==> src/rtl/alu_pkg.sv <==
// Shared opcode encodings, flag bit positions and sequencer state type for alu_sequencer.
package alu_pkg;

    localparam logic [4:0] OP_ADD   = 5'b00000;
    localparam logic [4:0] OP_SUB   = 5'b00001;
    localparam logic [4:0] OP_AND   = 5'b00010;
    localparam logic [4:0] OP_OR    = 5'b00011;
    localparam logic [4:0] OP_XOR   = 5'b00100;
    localparam logic [4:0] OP_SHL   = 5'b00101;
    localparam logic [4:0] OP_SHR   = 5'b00110;
    localparam logic [4:0] OP_MUL   = 5'b00111;
    localparam logic [4:0] OP_DIV   = 5'b01000;
    localparam logic [4:0] OP_MOD   = 5'b01001;
    localparam logic [4:0] OP_PASSA = 5'b10000;
    localparam logic [4:0] OP_PASSB = 5'b10001;
    localparam logic [4:0] OP_CMP   = 5'b10010;

    localparam int unsigned FLAG_Z = 3;
    localparam int unsigned FLAG_N = 2;
    localparam int unsigned FLAG_C = 1;
    localparam int unsigned FLAG_V = 0;

    typedef enum logic [1:0] {
        IDLE   = 2'd0,
        ISSUE  = 2'd1,
        SETTLE = 2'd2,
        HOLD   = 2'd3
    } state_t;

endpackage

==> src/rtl/alu_op_decode.sv <==
// Combinational opcode classification: register-write qualifier and divide/modulo detect.
module alu_op_decode
    import alu_pkg::*;
(
    input  logic [4:0] op,
    output logic       wr_en,
    output logic       is_div_mod
);

    always_comb begin
        wr_en      = 1'b1;
        is_div_mod = 1'b0;
        // compare and the unassigned 11xxx block never write the register file
        if (op == OP_CMP || op[4:3] == 2'b11) begin
            wr_en = 1'b0;
        end
        if (op == OP_DIV || op == OP_MOD) begin
            is_div_mod = 1'b1;
        end
    end

endmodule

==> src/rtl/alu_sequencer.sv <==
// Issues one op at a time to an edge-triggered ALU, waits SETTLE_CYCLES, captures the result.
// Optional divide-by-zero trap (adds err_div0) enabled by defining ALU_SEQ_DIV0_TRAP_EN.
module alu_sequencer
    import alu_pkg::*;
#(
    parameter int unsigned SETTLE_CYCLES = 2
) (
    input  logic        clk,
    input  logic        rst,
    input  logic        in_valid,
    output logic        in_ready,
    input  logic [4:0]  in_op,
    input  logic [15:0] in_a,
    input  logic [15:0] in_b,
    input  logic [3:0]  in_rd,
    output logic        alu_enable,
    output logic [4:0]  alu_operation,
    output logic [15:0] alu_data_in1,
    output logic [15:0] alu_data_in2,
    input  logic [15:0] alu_data_out,
    input  logic [3:0]  alu_flags,
    output logic        out_valid,
    input  logic        out_ready,
    output logic [15:0] out_data,
    output logic [3:0]  out_flags,
    output logic [3:0]  out_rd,
    output logic        out_wr_en,
    output logic [3:0]  flags_q,
    output logic        busy
`ifdef ALU_SEQ_DIV0_TRAP_EN
    ,
    output logic        err_div0
`endif
);

`ifdef ALU_SEQ_DIV0_TRAP_EN
    localparam logic TRAP_EN = 1'b1;
`else
    localparam logic TRAP_EN = 1'b0;
`endif

    state_t      state, state_d;
    logic [3:0]  cnt, cnt_d;
    logic [3:0]  rd_q;
    logic        dec_wr_en, dec_div_mod;
    logic        accept, toggle, capture, trap, done;

    alu_op_decode u_decode (
        .op         (alu_operation),
        .wr_en      (dec_wr_en),
        .is_div_mod (dec_div_mod)
    );

    assign in_ready = (state == IDLE);
    assign busy     = (state != IDLE);

    always_ff @(posedge clk) begin
        if (rst) begin
            state <= IDLE;
            cnt   <= '0;
        end else begin
            state <= state_d;
            cnt   <= cnt_d;
        end
    end

    always_comb begin
        state_d = state;
        cnt_d   = cnt;
        accept  = 1'b0;
        toggle  = 1'b0;
        capture = 1'b0;
        trap    = 1'b0;
        done    = 1'b0;
        unique case (state)
            IDLE: begin
                if (in_valid) begin
                    accept  = 1'b1;
                    state_d = ISSUE;
                end
            end
            ISSUE: begin
                // operands are already registered, so the zero-divisor test uses the alu_* copies
                if (TRAP_EN && dec_div_mod && alu_data_in2 == '0) begin
                    trap    = 1'b1;
                    state_d = HOLD;
                end else begin
                    toggle  = 1'b1;
                    cnt_d   = 4'(SETTLE_CYCLES);
                    state_d = SETTLE;
                end
            end
            SETTLE: begin
                cnt_d = cnt - 4'd1;
                if (cnt == 4'd1) begin
                    capture = 1'b1;
                    state_d = HOLD;
                end
            end
            HOLD: begin
                if (out_ready) begin
                    done    = 1'b1;
                    state_d = IDLE;
                end
            end
            default: state_d = IDLE;
        endcase
    end

    always_ff @(posedge clk) begin
        if (rst) begin
            alu_enable    <= 1'b0;
            alu_operation <= '0;
            alu_data_in1  <= '0;
            alu_data_in2  <= '0;
            rd_q          <= '0;
            out_valid     <= 1'b0;
            out_data      <= '0;
            out_flags     <= '0;
            out_rd        <= '0;
            out_wr_en     <= 1'b0;
            flags_q       <= '0;
`ifdef ALU_SEQ_DIV0_TRAP_EN
            err_div0      <= 1'b0;
`endif
        end else begin
            if (accept) begin
                alu_operation <= in_op;
                alu_data_in1  <= in_a;
                alu_data_in2  <= in_b;
                rd_q          <= in_rd;
            end
            if (toggle) begin
                alu_enable <= ~alu_enable;
            end
            if (capture) begin
                out_valid <= 1'b1;
                out_data  <= alu_data_out;
                out_flags <= alu_flags;
                flags_q   <= alu_flags;
                out_rd    <= rd_q;
                out_wr_en <= dec_wr_en;
            end
            if (trap) begin
                out_valid <= 1'b1;
                out_flags <= flags_q;
                out_rd    <= rd_q;
                out_wr_en <= 1'b0;
`ifdef ALU_SEQ_DIV0_TRAP_EN
                err_div0  <= 1'b1;
`endif
            end
            if (done) begin
                out_valid <= 1'b0;
`ifdef ALU_SEQ_DIV0_TRAP_EN
                err_div0  <= 1'b0;
`endif
            end
        end
    end

endmodule

==> config.mk <==
export PLATFORM = sky130hd
export DESIGN_NAME = alu_sequencer
export DESIGN_NICKNAME = d
export VERILOG_FILES = /design/src/rtl/alu_pkg.sv /design/src/rtl/alu_op_decode.sv /design/src/rtl/alu_sequencer.sv
export SDC_FILE = /design/constraint.sdc
export NUM_CORES = 1
export LEC_CHECK = 0
export BUFFER_PORTS_ARGS = -buffer_cell sky130_fd_sc_hd__buf_4
export CAP_MARGIN = 20
export CORE_MARGIN = 2
export CORE_UTILIZATION = 45
export DETAILED_ROUTE_END_ITERATION = 10
export PLACE_DENSITY = 0.8
export SYNTH_ARGS = -nofsm -noshare
export SYNTH_HDL_FRONTEND = slang
export SYNTH_SLANG_ARGS = --single-unit
==> constraint.sdc <==
create_clock -name clk -period 2.1 [get_ports clk]
set_input_delay 0.315 -clock clk [delete_from_list [all_inputs] [get_ports clk]]
set_output_delay 0.315 -clock clk [all_outputs]
set_load 0.02 [all_outputs]
# Word-level counts from Yosys, hierarchy flattened
# Index checks and enable logic that the tools add are counted.
# op_classes
addsub,1
n_mul,0
div,0
order_cmp,0
eq_ne,9
shift,0
n_mux,13
bitwise_logic,1
n_reduce_logical,6
# op_table
operator,n
$mux W1,8
$pmux W2 S4,1
$pmux W4 S2,1
$eq A2 B2 Y1 const B,3
$mux W2,3
$ne A2 B2 Y1 const B,3
$eq A5 B5 Y1 const B,1
$eq A4 B1 Y1 const B,1
$reduce_bool A2 Y1,2
$sub A4 B1 Y4 const B,1
$reduce_and A3 Y1,1
$eq A2 B1 Y1 const B,1
$logic_not A2 Y1,1
$reduce_or A2 Y1,1
$logic_or A1 B1 Y1,1
$not A1 Y1,1
# word_totals
register_bits,74
latchBits,0
ram_bits,0
romBits,0
output_inout_bits,70
elab_cells,42
memories,0

# Logic depth before layout (Yosys ltp)
# depth
ltp_word,3
ltp_mapped,8

# Hierarchy
# A second synthesis with hierarchy kept.
# hier_totals
hier_cells,346
hier_area_um2,2780.2
# by_module_without_submodules
module,instances,cells_each,area_each_um2
alu_sequencer,1,343,2747.6
alu_op_decode,1,3,32.5

# Worst setup path after synthesis
# Ideal clock, no wire load.
# synth_timing
path_kind,register -> register
from,register state[0]
to,register out_wr_en
t_arrival_ns,1.433
required_ns,2.014
path_slack_ns,0.582
stages_incl_launch_ff,8
path_cell_list,dfxtp_1 inv_1 ha_1 buf_2 and4bb_2 buf_2 buf_4 a211oi_1
# synth_via
elab_chain_cells,2
# synth_rtl
item,line_no,text
start: declaration,alu_sequencer.sv:42,"state_t state, state_d;"
start signal: assignment,alu_sequencer.sv:62,state <= state_d;
$eq A2 B2 Y1,alu_sequencer.sv:75,unique case (state)
$mux W1,alu_sequencer.sv:75,
end signal: assignment,alu_sequencer.sv:142,out_wr_en <= dec_wr_en;
end: declaration,alu_sequencer.sv:27,"output logic out_wr_en,"
# Every way passes these cells.
# A chain may end at the register's enable or synchronous reset.

# Worst setup path in the final report
# layout_timing
from,register cnt[0]
to,register state[0]
# layout_via
elab_chain_cells,3
# layout_rtl
item,line_no,text
start: declaration,alu_sequencer.sv:43,"logic [3:0] cnt, cnt_d;"
start signal: assignment,alu_sequencer.sv:63,cnt <= cnt_d;
$eq A4 B1 Y1,alu_sequencer.sv:95,if (cnt == 4'd1) begin
$ne A2 B2 Y1 (no line),--,
$reduce_and A3 Y1 (no line),--,
# Every way passes these cells.

==> impl_metrics.toml <==
[status]
status = "completed"

[sta]
fin_hold_ws_ns = 0.163
setup_slack_ns = 0.491
rsz0062_at_grt = "false"
fin_crit_ns = 1.61
relSlewSlack = 0.663
slew_violations = 0
skew_ns = 0.00886
finalSetupViolations = 0
fmax_ghz = 0.622
hold_violations = 0
setup-tns-final_ns = 0
fin_crit_sh = 0.766
worstMarginPinSlew_ns = 0.505

[clock_network]
cts_made_buffers = 9
clk_path_buf_depth = 2
cts_root_buf = "clkbuf_8"
ctsHoldBuffers = 0
post_cts_resized = 0
cts_tree = "yes"
clock_latency_ns = 0.34
htree_levels = 3
numClockSinks = 74
post_cts_buffers = 0
clk_pin_slew_ns = 0.07

[synth]
synth_edf_count = 0
synth_common_cells = "132 x nand2_1, 74 x dfxtp_1, 68 x a21oi_1, 13 x clkbuf_1, 8 x buf_2"
synthArstFlopShare = 0
yosysTopAreaCellShare = 0.535
avgSynthCellArea_um2 = 8.05
syn-instance-count = 344
synth_nets = 415
yosys.area.top_type = "dfxtp_1"
yosysSeqAreaShare = 0.535
synth_area_um2 = 2770
synth_cell_type_count = 29
yosysWarnings = 0
synth_ff_type = "dfxtp_1"
yosysMostFrequentCell = "nand2_1"
ys_ff_latch = 74
synthTopCellsByArea = "dfxtp_1 54%, nand2_1 18%, a21oi_1 12%, ha_1 2.7%, clkbuf_1 1.8%"

[routing]
drc_errors = 0
vias = 2674
drt-initial-drc-count = 77
vias_per_cell = 4.87
routed_wl_mm = 6.97
ant_nets = 0
wire_per_inst_um = 12.7
firstDrtPassIters = 4

[place]
portBuffers = 134
place_congestion = 0.697
pre_cts_slack_ns = 0.514
place_area_um2 = 3790
dp_hpwl_mm = 5.02

[pwr]
leakagePower_nw = 1.78
p_sw_mw = 1.44
p_int_mw = 3.13
pwr-share-seq = 0.379
switching_share = 0.316
p_clk_frac = 0.315
combPwrFrac = 0.306
vdd_drop_max_v = 0.000804
power_density_nw_per_um2 = 1130

[floorplanning]
core_um2 = 5920
io_pins = 135
dieArea_um2 = 6790
die_h_um = 82.4
die_x_um = 82.4
initial_core_util = 0.467
placementRows = 28

[critical_path]
reg2reg_from = "cnt[0]$_SDFFE_PP0P_"
critPathMaxStageDelay_ns = 0.40
critPathCaptureType = "flip-flop"
r2r_cells = 4
critPathArrivalTime_ns = 1.86
cp_cell_sequence = "ha_1 > or3b_1 > a221o_1 > a211oi_2"
critical_path_class = "flip-flop to flip-flop"
cp_max_fo = 5
required_ns = 2.35
rrSetupSlack_ns = 0.49
cp.depth = 4
crit_family = "compound AO/OA/AOI/OAI gates"
crit_buf_inv = 0
cp-start-kind = "flip-flop"
crit_slowest_cell = "dfxtp_1"
crit_start = "cnt[0]$_SDFFE_PP0P_"

[global_routing]
track_usage = 0.203
grt-ovfl-total = 0
grt_max_degree = 49
antenna_found_initial = 0
grt_pass1_vias = 2541
grt_pass1_wl_mm = 10.6

[min_path]
hp-start = "out_ready"
holdCritPathClass = "input port to flip-flop"
holdPathStages = 2

[cells_and_area]
final_util = 0.685
drive_gt1_frac = 0.338
areaGrowthSynthToFinish_pct = 46.6
finalInstanceArea_um2 = 4060
antennaDiodeCount = 0
nets = 540
fill_cells = 506

[run]
drv_cap = 0
-- registers in the layout, summed over array words and instances, names as in the netlist --
signal / flops
flags_q: 4
out_wr_en: 1
state: 2
alu_data_in2: 16
cnt: 4
alu_operation: 5
alu_enable: 1
out_rd: 4
rd_q: 4
out_valid: 1
alu_data_in1: 16
out_data: 16
-- worst reg2reg max path, delay by kind of cell, from the launching register on --
family	cells	cell delay [ns]
compound gates	2	0.56
fa+ha+maj	1	0.20
flops	1	0.40
simple gates	1	0.36
-- per-stage QoR --
stage               total power [mW]  instances
finish                          4.57        549
global route                    4.82        549
CTS                             4.62        549
detailed placement              3.17        533
floorplan                       2.62        344
global placement                3.12        533
-- layout by cell type, fill, tap and decap left out --
cell,n
clkbuf_8,10
or3b_1,1
nor3b_1,1
a311oi_1,1
nand2_1,132
nor2_1,4
o21a_1,1
nand3_1,1
nor3_1,2
clkinv_2,1
o31a_2,1
dfxtp_1,74
a221o_1,1
and4bb_2,1
mux2i_1,1
nor2b_1,2
xnor2_1,1
inv_1,7
a21oi_1,68
bufinv_16,4
a211oi_2,1
nand2b_1,2
o21ai_0,2
buf_4,142
nand4bb_1,1
and2_1,1
a211oi_1,2
clkbuf_1,1
ha_1,6
nand4b_1,2
-- layout make-up --
cell class | instances | area, µm² | area share
Clock buffer | 11 | 141 | 0.0349
Clock inverter | 5 | 125 | 0.0308
Inverter | 7 | 26.3 | 0.00648
Multi-Input combinational cell | 235 | 1120 | 0.277
Sequential cell | 74 | 1480 | 0.365
Tap cell | 75 | 93.8 | 0.0231
Timing Repair Buffer | 142 | 1070 | 0.263
-- path summary, 6_finish.rpt --
check	to
worst max-delay path	state[0]$_SDFFE_PP0P_
worst min-delay path	out_valid$_SDFFE_PP0P_
worst max register to register	state[0]$_SDFFE_PP0P_
worst min register to register	out_rd[2]$_SDFFE_PP0P_
-- logic make-up (layout without fill, tap and decap cells) --
kind of cell,after synthesis,after routing,synth area share
AO/OA/AOI/OAI,77,77,0.150
XOR/XNOR,1,1,0.00317
adder cells (fa/ha/maj),6,6,0.0271
buffers and inverters,35,165,0.0592
flip-flops,74,74,0.535
multiplexers,1,1,0.00362
AND/OR/NAND/NOR,150,150,0.222
-- power by group through the flow --
stage          registers [mW]  clock network [mW]  logic, mW
2_1_floorplan            1.93                   0      0.692
3_3_place_gp             1.75                   0       1.37
3_5_place_dp             1.76                   0       1.41
4_1_cts                  1.74                1.47       1.41
5_1_grt                  1.76                1.53       1.54
6_report                 1.73                1.44       1.40
-- layer usage --
metal  global-route usage  vias to the layer above  wire (µm)
met3               0.0685                        9        652
met2                0.353                       97       3310
met1                0.218                     1213       2900
li1                     -                     1355          -
met5                    0                        -          0
met4                0.103                        0        111
(Power assumes the default switching activity.)
